<file path="src/rtl/edge_evt_pkg.sv">
// Shared types and defaults for the edge event capture block.
// Latency: none (types and constants only).
// Backpressure: n/a.
package edge_evt_pkg;

    localparam int TS_W_DEF        = 16;
    localparam int DEPTH_DEF       = 4;
    localparam int SYNC_STAGES_DEF = 2;

    // One captured edge: polarity plus the timestamp of its detection cycle.
    typedef struct packed {
        logic                rise;
        logic [TS_W_DEF-1:0] ts;
    } evt_t;

endpackage

</file>
<file path="src/rtl/evt_fifo.sv">
// Small synchronous event FIFO with a registered head and occupancy count.
// Latency: a push into an empty FIFO shows at the head one cycle later (no bypass).
// Backpressure: push while full without a pop is dropped; push+pop while full is accepted.
module evt_fifo
    import edge_evt_pkg::*;
#(
    parameter int  DEPTH = DEPTH_DEF,
    parameter type T     = evt_t
) (
    input  logic                     clk,
    input  logic                     rst_n,
    input  logic                     i_push,
    input  T                         i_push_dat,
    input  logic                     i_pop,
    output logic                     o_full,
    output logic                     o_empty,
    output logic [$clog2(DEPTH):0]   o_count,
    output T                         o_head
);

    localparam int AW = $clog2(DEPTH);
    localparam int CW = AW + 1;

    T                r_mem [DEPTH];
    logic [AW-1:0]   r_wr_ptr;
    logic [AW-1:0]   r_rd_ptr;
    logic [CW-1:0]   r_count;
    logic            w_pop;
    logic            w_push;

    // Full/empty come from the count so the pointers may freely wrap modulo DEPTH.
    assign o_full  = (r_count == CW'(DEPTH));
    assign o_empty = (r_count == '0);
    assign o_count = r_count;
    assign o_head  = r_mem[r_rd_ptr];

    // A pop on empty is ignored; a full FIFO only takes a push when it pops in the same cycle.
    assign w_pop  = i_pop && !o_empty;
    assign w_push = i_push && (!o_full || w_pop);

    // Storage, pointers and occupancy; when full, push+pop reuses the slot being vacated.
    always_ff @(posedge clk or negedge rst_n) begin
        if (!rst_n) begin
            for (int i = 0; i < DEPTH; i++) begin
                r_mem[i] <= '0;
            end
            r_wr_ptr <= '0;
            r_rd_ptr <= '0;
            r_count  <= '0;
        end else begin
            if (w_push) begin
                r_mem[r_wr_ptr] <= i_push_dat;
                r_wr_ptr        <= r_wr_ptr + AW'(1);
            end
            if (w_pop) begin
                r_rd_ptr <= r_rd_ptr + AW'(1);
            end
            case ({w_push, w_pop})
                2'b10:   r_count <= r_count + CW'(1);
                2'b01:   r_count <= r_count - CW'(1);
                default: r_count <= r_count;
            endcase
        end
    end

endmodule

</file>
<file path="src/rtl/edge_event_capture.sv">
// Synchronizes an async level, timestamps its rising/falling edges and queues them.
// Latency: sig_in set before posedge k -> event pushed at posedge k+SYNC_STAGES, evt_valid after it.
// Backpressure: evt_valid/evt_ready drain; events arriving on a full, non-popping FIFO are dropped and flagged.
module edge_event_capture
    import edge_evt_pkg::*;
#(
    parameter int TS_W        = TS_W_DEF,
    parameter int DEPTH       = DEPTH_DEF,
    parameter int SYNC_STAGES = SYNC_STAGES_DEF
) (
    input  logic                     clk,
    input  logic                     rst_n,
    input  logic                     sig_in,
    input  logic                     en,
    output logic                     evt_valid,
    input  logic                     evt_ready,
    output logic                     evt_rise,
    output logic [TS_W-1:0]          evt_ts,
    output logic [$clog2(DEPTH):0]   evt_count,
    output logic                     overflow,
    input  logic                     clr_ovf
);

    // Event layout sized to this instance's timestamp width.
    typedef struct packed {
        logic            rise;
        logic [TS_W-1:0] ts;
    } cap_evt_t;

    logic [SYNC_STAGES-1:0] r_sync;
    logic                   r_prev;
    logic [TS_W-1:0]        r_ts;
    logic                   r_ovf;
    logic                   w_s;
    logic                   w_edge;
    logic                   w_pop;
    logic                   w_full;
    logic                   w_empty;
    cap_evt_t               w_evt;
    cap_evt_t               w_head;

    assign w_s    = r_sync[SYNC_STAGES-1];
    // prev follows s even while disabled, so re-enabling never sees a stale level difference.
    assign w_edge = (w_s != r_prev) && en;
    assign w_evt  = '{rise: w_s, ts: r_ts};
    assign w_pop  = evt_valid && evt_ready;

    // Plain flop chain for the asynchronous input: nothing may sit between the stages.
    always_ff @(posedge clk or negedge rst_n) begin
        if (!rst_n) begin
            r_sync <= '0;
        end else begin
            r_sync <= {r_sync[SYNC_STAGES-2:0], sig_in};
        end
    end

    // Previous synchronized level for edge detection, tracked every cycle.
    always_ff @(posedge clk or negedge rst_n) begin
        if (!rst_n) begin
            r_prev <= 1'b0;
        end else begin
            r_prev <= w_s;
        end
    end

    // Free-running timestamp; an event samples the value before this cycle's increment.
    always_ff @(posedge clk or negedge rst_n) begin
        if (!rst_n) begin
            r_ts <= '0;
        end else if (en) begin
            r_ts <= r_ts + TS_W'(1);
        end
    end

    // Sticky drop flag; a drop in the same cycle as a clear keeps it set.
    always_ff @(posedge clk or negedge rst_n) begin
        if (!rst_n) begin
            r_ovf <= 1'b0;
        end else if (w_edge && w_full && !w_pop) begin
            r_ovf <= 1'b1;
        end else if (clr_ovf) begin
            r_ovf <= 1'b0;
        end
    end

    evt_fifo #(
        .DEPTH (DEPTH),
        .T     (cap_evt_t)
    ) u_fifo (
        .clk        (clk),
        .rst_n      (rst_n),
        .i_push     (w_edge),
        .i_push_dat (w_evt),
        .i_pop      (evt_ready),
        .o_full     (w_full),
        .o_empty    (w_empty),
        .o_count    (evt_count),
        .o_head     (w_head)
    );

    assign evt_valid = !w_empty;
    assign evt_rise  = w_head.rise;
    assign evt_ts    = w_head.ts;
    assign overflow  = r_ovf;

endmodule

</file>
<file path="config.mk">
export PLATFORM = sky130hd
export DESIGN_NAME = edge_event_capture
export DESIGN_NICKNAME = d
export VERILOG_FILES = /design/src/rtl/edge_evt_pkg.sv /design/src/rtl/evt_fifo.sv /design/src/rtl/edge_event_capture.sv
export SDC_FILE = /design/constraint.sdc
export NUM_CORES = 1
export LEC_CHECK = 0
export BUFFER_PORTS_ARGS = -buffer_cell sky130_fd_sc_hd__buf_2
export CAP_MARGIN = 10
export CORE_AREA = 4 4 111 113
export DETAILED_ROUTE_END_ITERATION = 16
export DIE_AREA = 0 0 115 117
export PLACE_DENSITY = 0.58
export SLEW_MARGIN = 30
export SYNTH_ARGS = -nofsm -noshare
export SYNTH_HDL_FRONTEND = slang
export SYNTH_SLANG_ARGS = --single-unit
</file>
<file path="constraint.sdc">
create_clock -name clk -period 5.4 [get_ports clk]
set_input_delay 0.54 -clock clk [delete_from_list [all_inputs] [get_ports clk]]
set_output_delay 0.54 -clock clk [all_outputs]
set_load 0.01 [all_outputs]
</file>
Word level (Yosys, flattened, before mapping) --
Cells that the tools add are included.
Storage, ports and cells: flip-flop bits (word level) 95, input bits 6, output and inout bits 22
Operators by class: add/subtract/negate cells 5, magnitude comparators 3, equal/unequal tests 4, multiplexer cells 9, bitwise operators 2, reductions and logical operators 13
Operators with widths (number):
- 68-bit bitwise mux | 1
- 17-bit two-way mux | 3
- 17-bit binary-select mux with 2-bit select | 1
- 17-bit demux with 2-bit select | 1
- 16-bit by 1-bit adder with 16-bit output, second input constant | 1
- 3-bit greater-or-equal comparator, second input constant | 2
- 1-bit logical AND | 6
- 2-bit NOT with 3-bit output | 2
- 3-bit one-hot mux with 2 select lines | 1
- 2-bit by 1-bit adder with 2-bit output, second input constant | 2
- 2-bit nonzero test | 2
- 3-bit by 1-bit adder with 3-bit output, second input constant | 1
- 3-bit == test, second input constant | 1
- 1-bit logical NOT | 3
- 3-bit logical NOT | 1
- 3-bit by 1-bit < comparator with 1-bit output, second input constant | 1
- 3-bit by 1-bit subtractor with 3-bit output, second input constant | 1
- 2-bit by 1-bit == test with 1-bit output, second input constant | 1
- 2-bit == test, second input constant | 1
- 1-bit two-way mux | 2
- 1-bit logical OR | 1
- 1-bit != test | 1

Logic depth before layout (Yosys ltp) --
depth after elaboration 7, mapped depth 10, mapped depth without buffers 9

Cells and area by module --
A second synthesis with hierarchy kept.
Unflattened totals: cell total of the unflattened synthesis 275, area, all modules 4251.6 um^2
Modules (own cells, without submodules):
- evt_fifo | instances 1, cells each 202, area each 3360.7 um^2, seq. area each 1876.8 um^2
- edge_event_capture | instances 1, cells each 73, area each 890.9 um^2, seq. area each 500.5 um^2

Worst setup path before layout --
No wires, ideal clock.
path kind input port to flip-flop, from in evt_ready, to reg u_fifo.r_count[2] (netlist: u_fifo.o_count[2]), arrival time 2401 ps, data required time 5321 ps, path slack 2920 ps, cell stages on the path 10, buffers on the path 1, cells stage by stage or4b_4 and3_4 buf_12 inv_1 ha_1 inv_1 fa_1 xor2_1 nor2_1 xor2_1
On the way: word-level cells in the longest chain between the ends 5, elaborated cells on any way between the ends 7, those cells by class eq/ne (2); mux (1); reduce/logical (4)
RTL lines:
- from (decl) | line edge_event_capture.sv:16 | input logic evt_ready,
- 1-bit logical AND (*) | line evt_fifo.sv:38 | assign w_pop = i_pop && !o_empty;
- 1-bit logical OR | line evt_fifo.sv:39 | assign w_push = i_push && (!o_full || w_pop);
- 1-bit logical AND | line evt_fifo.sv:39
- 2-bit by 1-bit == test with 1-bit output / 2-bit == test (equally long branches) | line evt_fifo.sv:58 | case ({w_push, w_pop})
- 3-bit one-hot mux with 2 select lines / 2-bit nonzero test (equally long branches)
- to (signal assigned) | line evt_fifo.sv:59 | 2'b10: r_count <= r_count + CW'(1);
- to (signal assigned) | line evt_fifo.sv:60 | 2'b01: r_count <= r_count - CW'(1);
- to (signal assigned) | line evt_fifo.sv:61 | default: r_count <= r_count;
- to (decl) | line evt_fifo.sv:27 | logic [CW-1:0] r_count;
Mark *: on every way between the ends. The rest lies on a longest branch, timed or not. A chain may end at the register's enable or synchronous reset.

Worst setup path in the final report --
from reg u_fifo.r_rd_ptr[0], to out evt_ts[10]
On the way: word-level cells in the longest chain between the ends 4
RTL lines:
- from (decl) | line evt_fifo.sv:26 | logic [AW-1:0] r_rd_ptr;
- from (signal assigned) | line evt_fifo.sv:56 | r_rd_ptr <= r_rd_ptr + AW'(1);
- 2-bit NOT with 3-bit output (not written as such) | line evt_fifo.sv:35 | assign o_head = r_mem[r_rd_ptr];
- 17-bit binary-select mux with 2-bit select | line evt_fifo.sv:35
- 17-bit two-way mux (not written as such) (2 in series) | line evt_fifo.sv:35
- to (decl) | line edge_event_capture.sv:18 | output logic [TS_W-1:0] evt_ts,
Every way passes these cells. The select of a mux whose other input is x is not followed.

==> summary.md <==
| Metric | Value |
|---|---|
| CTS resizes | 0 |
| Share of synthesized registers carrying an async set or reset | 100% |
| Proportion of power drawn by combinational gates | 27.8% |
| TritonCTS clock tree | built |
| Dominant synthesized flop cell | dfrtp_1 |
| HP Class | in -> async |
| Count leader, synth | dfrtp_1 |
| Internal cell power | 1.69 mW |
| Fraction of the mapped netlist area in simple logic gates | 5.63% |
| Pwr Density | 491 nW/um^2 |
| GRT Residual Overflow | 0 |
| Worst-path clk slew | 0.06 ns |
| Worst Setup Start Kind | register |
| Worst reg2reg path depth | 9 |
| Most frequent cells after synthesis | 95 x dfrtp_1, 40 x mux2_4, 29 x mux2_2, 17 x mux4_2, 12 x xnor2_1 |
| Vias in the first global route | 2455 |
| Yosys top cell area share | 53.8% |
| First-pass GRT wire length | 13500 microns |
| Net Sw Frac | 30.2% |
| # rows | 39 |
| FILL cells | 1011 |
| # hold bufs at CTS | 0 |
| Syn Nets | 285 |
| Drt pass-1 iters | 4 |
| Synthesis Warnings | 0 |
| CTS Buffer Depth | 2 |
| Via count | 2213 |
| Adder-cell share of the synthesized area | 2.15% |
| Worst rel slew slack | 50.0% |
| Slew Limit Fails | 0 |
| Max incr delay on CP | 0.63 ns |
| Worst slew pin tran | 0.751 ns |
| GP Congestion | 0.728 |
| Post-synth EDFFs | 0 |
| Cell variety after synth | 29 |
| Worst Setup End Kind | primary output |
| Pin count of the biggest net entering global routing | 82 |
| Synth Area in Compound Gates | 0.255% |
| Synthesized area | 4420 sq um |
| Post-CTS setup buffers | 0 |
| Worst Path Max Fanout | 12 |
| Final nets | 311 |
| Clock latency on the worst-skew pair | 0.33 ns |
| Avg Cell Area, Syn | 16.3 sq um |
| Max Cap Violations | 0 |
| CTS root buffer | clkbuf_16 |
| WP data required | 4.86 ns |
| Crit path DAT | 2.05 ns |
| DR vias/cell | 4.96 |
| # setup viols final | 0 |
| Final HPWL DP | 4850 microns |
| Share of layout cells above drive strength 1 | 45.2% |
| Synth area leader | dfrtp_1 |
| Slowest-stage cell, CP | dfrtp_1 |
| Routed wire length | 7880 microns |
| Clock buffer count from CTS | 9 |
| P&R area growth vs syn | 11.7% |
| CP Cell Sequence | buf_4 -> mux4_2 -> buf_2 |
| Vert. Die Dim | 117 microns |
| RSZ-0062 raised after global routing | false |
| Die width | 115 microns |
| Core area | 11300 sq um |
| Fin crit period | 2.59 ns |
| Ports | 28 |
| Setup Skew | 0.00541 ns |
| Seq/Total Area, Yosys | 53.8% |
| Routed Antenna Nets | 0 |
| Antenna violations before repair | 0 |
| WHS | 0.0450 ns |
| Seq cells post-synth | 95 |
| Status | finished clean |
| Kind of critical path | reg -> out |
| Antenna Diode Count | 0 |
| Overall power | 2.43 mW |
| Xor-xnor portion of the synthesized cell area | 4.36% |
| GRT Overall Usage | 13.1% |
| Final setup TNS | 0 ns |
| Port buffer count | 27 |
| Initial Util | 39.1% |
| Largest family of logic cells by synthesized area | multiplexers |
| 1st-iter DRT viols | 95 |
| Seq pwr share | 43.9% |
| Final Hold Vio Count | 0 |
| Sink Count | 95 |
| DR DRC count | 0 |
| LEAKAGE | 2.38 nW |
| Multiplexer share of the synthesized area | 29.9% |
| Switching power | 0.733 mW |
| Top post-synthesis cells by area | dfrtp_1 54%, mux2_4 14%, mux4_2 8.7% |
| Final period util | 48.0% |
| Die ar. | 13500 sq um |
| Wire length per cell | 17.7 microns |
| H-tree Lvls | 3 |
| Clock power frac | 28.4% |
| VDD IR max | 0.000305 V |
| Peak Freq | 385 MHz |
| Post-Syn Instances | 272 |
-- path summary, 6_finish.rpt --
check / slack, ns / startpoint / endpoint
max: 2.81 / u_fifo.r_rd_ptr[0] / evt_ts[10]
min: 0.04 / rst_n / u_fifo.r_mem[64]
max reg2reg: 2.95 / u_fifo.o_count[0] / u_fifo.o_count[2]
min reg2reg: 0.35 / r_sync[0] / r_sync[1]
max in group asynchronous: 4.33 / rst_n / u_fifo.r_rd_ptr[1]
min in group clk: 0.31 / sig_in / r_sync[0]
-- sequential cells by signal, indices dropped and copies added, names as in the netlist --
signal / flops
overflow: 1
r_prev: 1
r_sync: 2
r_ts: 16
u_fifo.o_count: 3
u_fifo.r_mem: 68
u_fifo.r_rd_ptr: 2
u_fifo.r_wr_ptr: 2
-- cell type report --
cell class	instances	area, sq um	share of cell area (%)
multi-input cells	154	1870	37.8
clock buffers	13	260	5.27
repair buffers	29	156	3.17
inverters	9	33.8	0.684
well taps	143	179	3.62
flip-flops and latches	95	2380	48.1
clock inverters	3	65.1	1.32
-- logic make-up after synthesis --
kind of cell             after synthesis
flip-flops                            95
buffers and inverters                 23
multiplexers                          87
AND/OR/NAND/NOR                       36
adder cells (fa/ha/maj)                7
XOR/XNOR                              22
AO/OA/AOI/OAI                          2
-- layout by cell type, fill, tap and decap left out, types with 4 or more instances in the layout --
master,n
mux2_4,40
clkbuf_16,9
buf_2,26
xnor2_1,12
nand4_1,5
mux4_2,17
nand2_8,4
nand2_1,11
ha_1,6
xor2_1,10
inv_1,9
dfrtp_1,94
nor2_1,6
mux2_2,29
-- layer usage --
metal,vias up,part of all wire [%],track usage [%]
li1,1015,-,-
met1,1164,47,17.3
met2,24,48,21.1
met3,10,3.2,3.65
met4,0,1.5,4.23
met5,-,0,0
-- power by group through the flow --
stage,clock network (mW),logic [mW],registers [mW]
after global routing,0.738,0.750,1.09
after CTS,0.708,0.696,1.07
after detailed placement,0,0.692,1.08
after global placement,0,0.677,1.06
final,0.689,0.674,1.06
after floorplan,0,0.594,0.979
-- metrics by stage --
| step | setup WS [ns] | utilization, % | cell area [sq um] | cells |
|---|---|---|---|---|
| 6_report | 2.81 | 43.6 | 4940 | 446 |
| 5_1_grt | 2.65 | 43.6 | 4940 | 446 |
| 4_1_cts | 2.71 | 43.6 | 4940 | 446 |
| 3_5_place_dp | 2.75 | 40.8 | 4610 | 430 |
| 3_3_place_gp | 2.80 | 40.7 | 4610 | 430 |
| 2_1_floorplan | 2.92 | - | 4420 | 272 |
-- critical path, delay by kind of cell, from the launching register on --
family   cells  cell delay [ns]
flops        1             0.63
mux          1             0.55
buf+inv      2             0.54
Note: power is estimated with default switching activity, not from simulation.
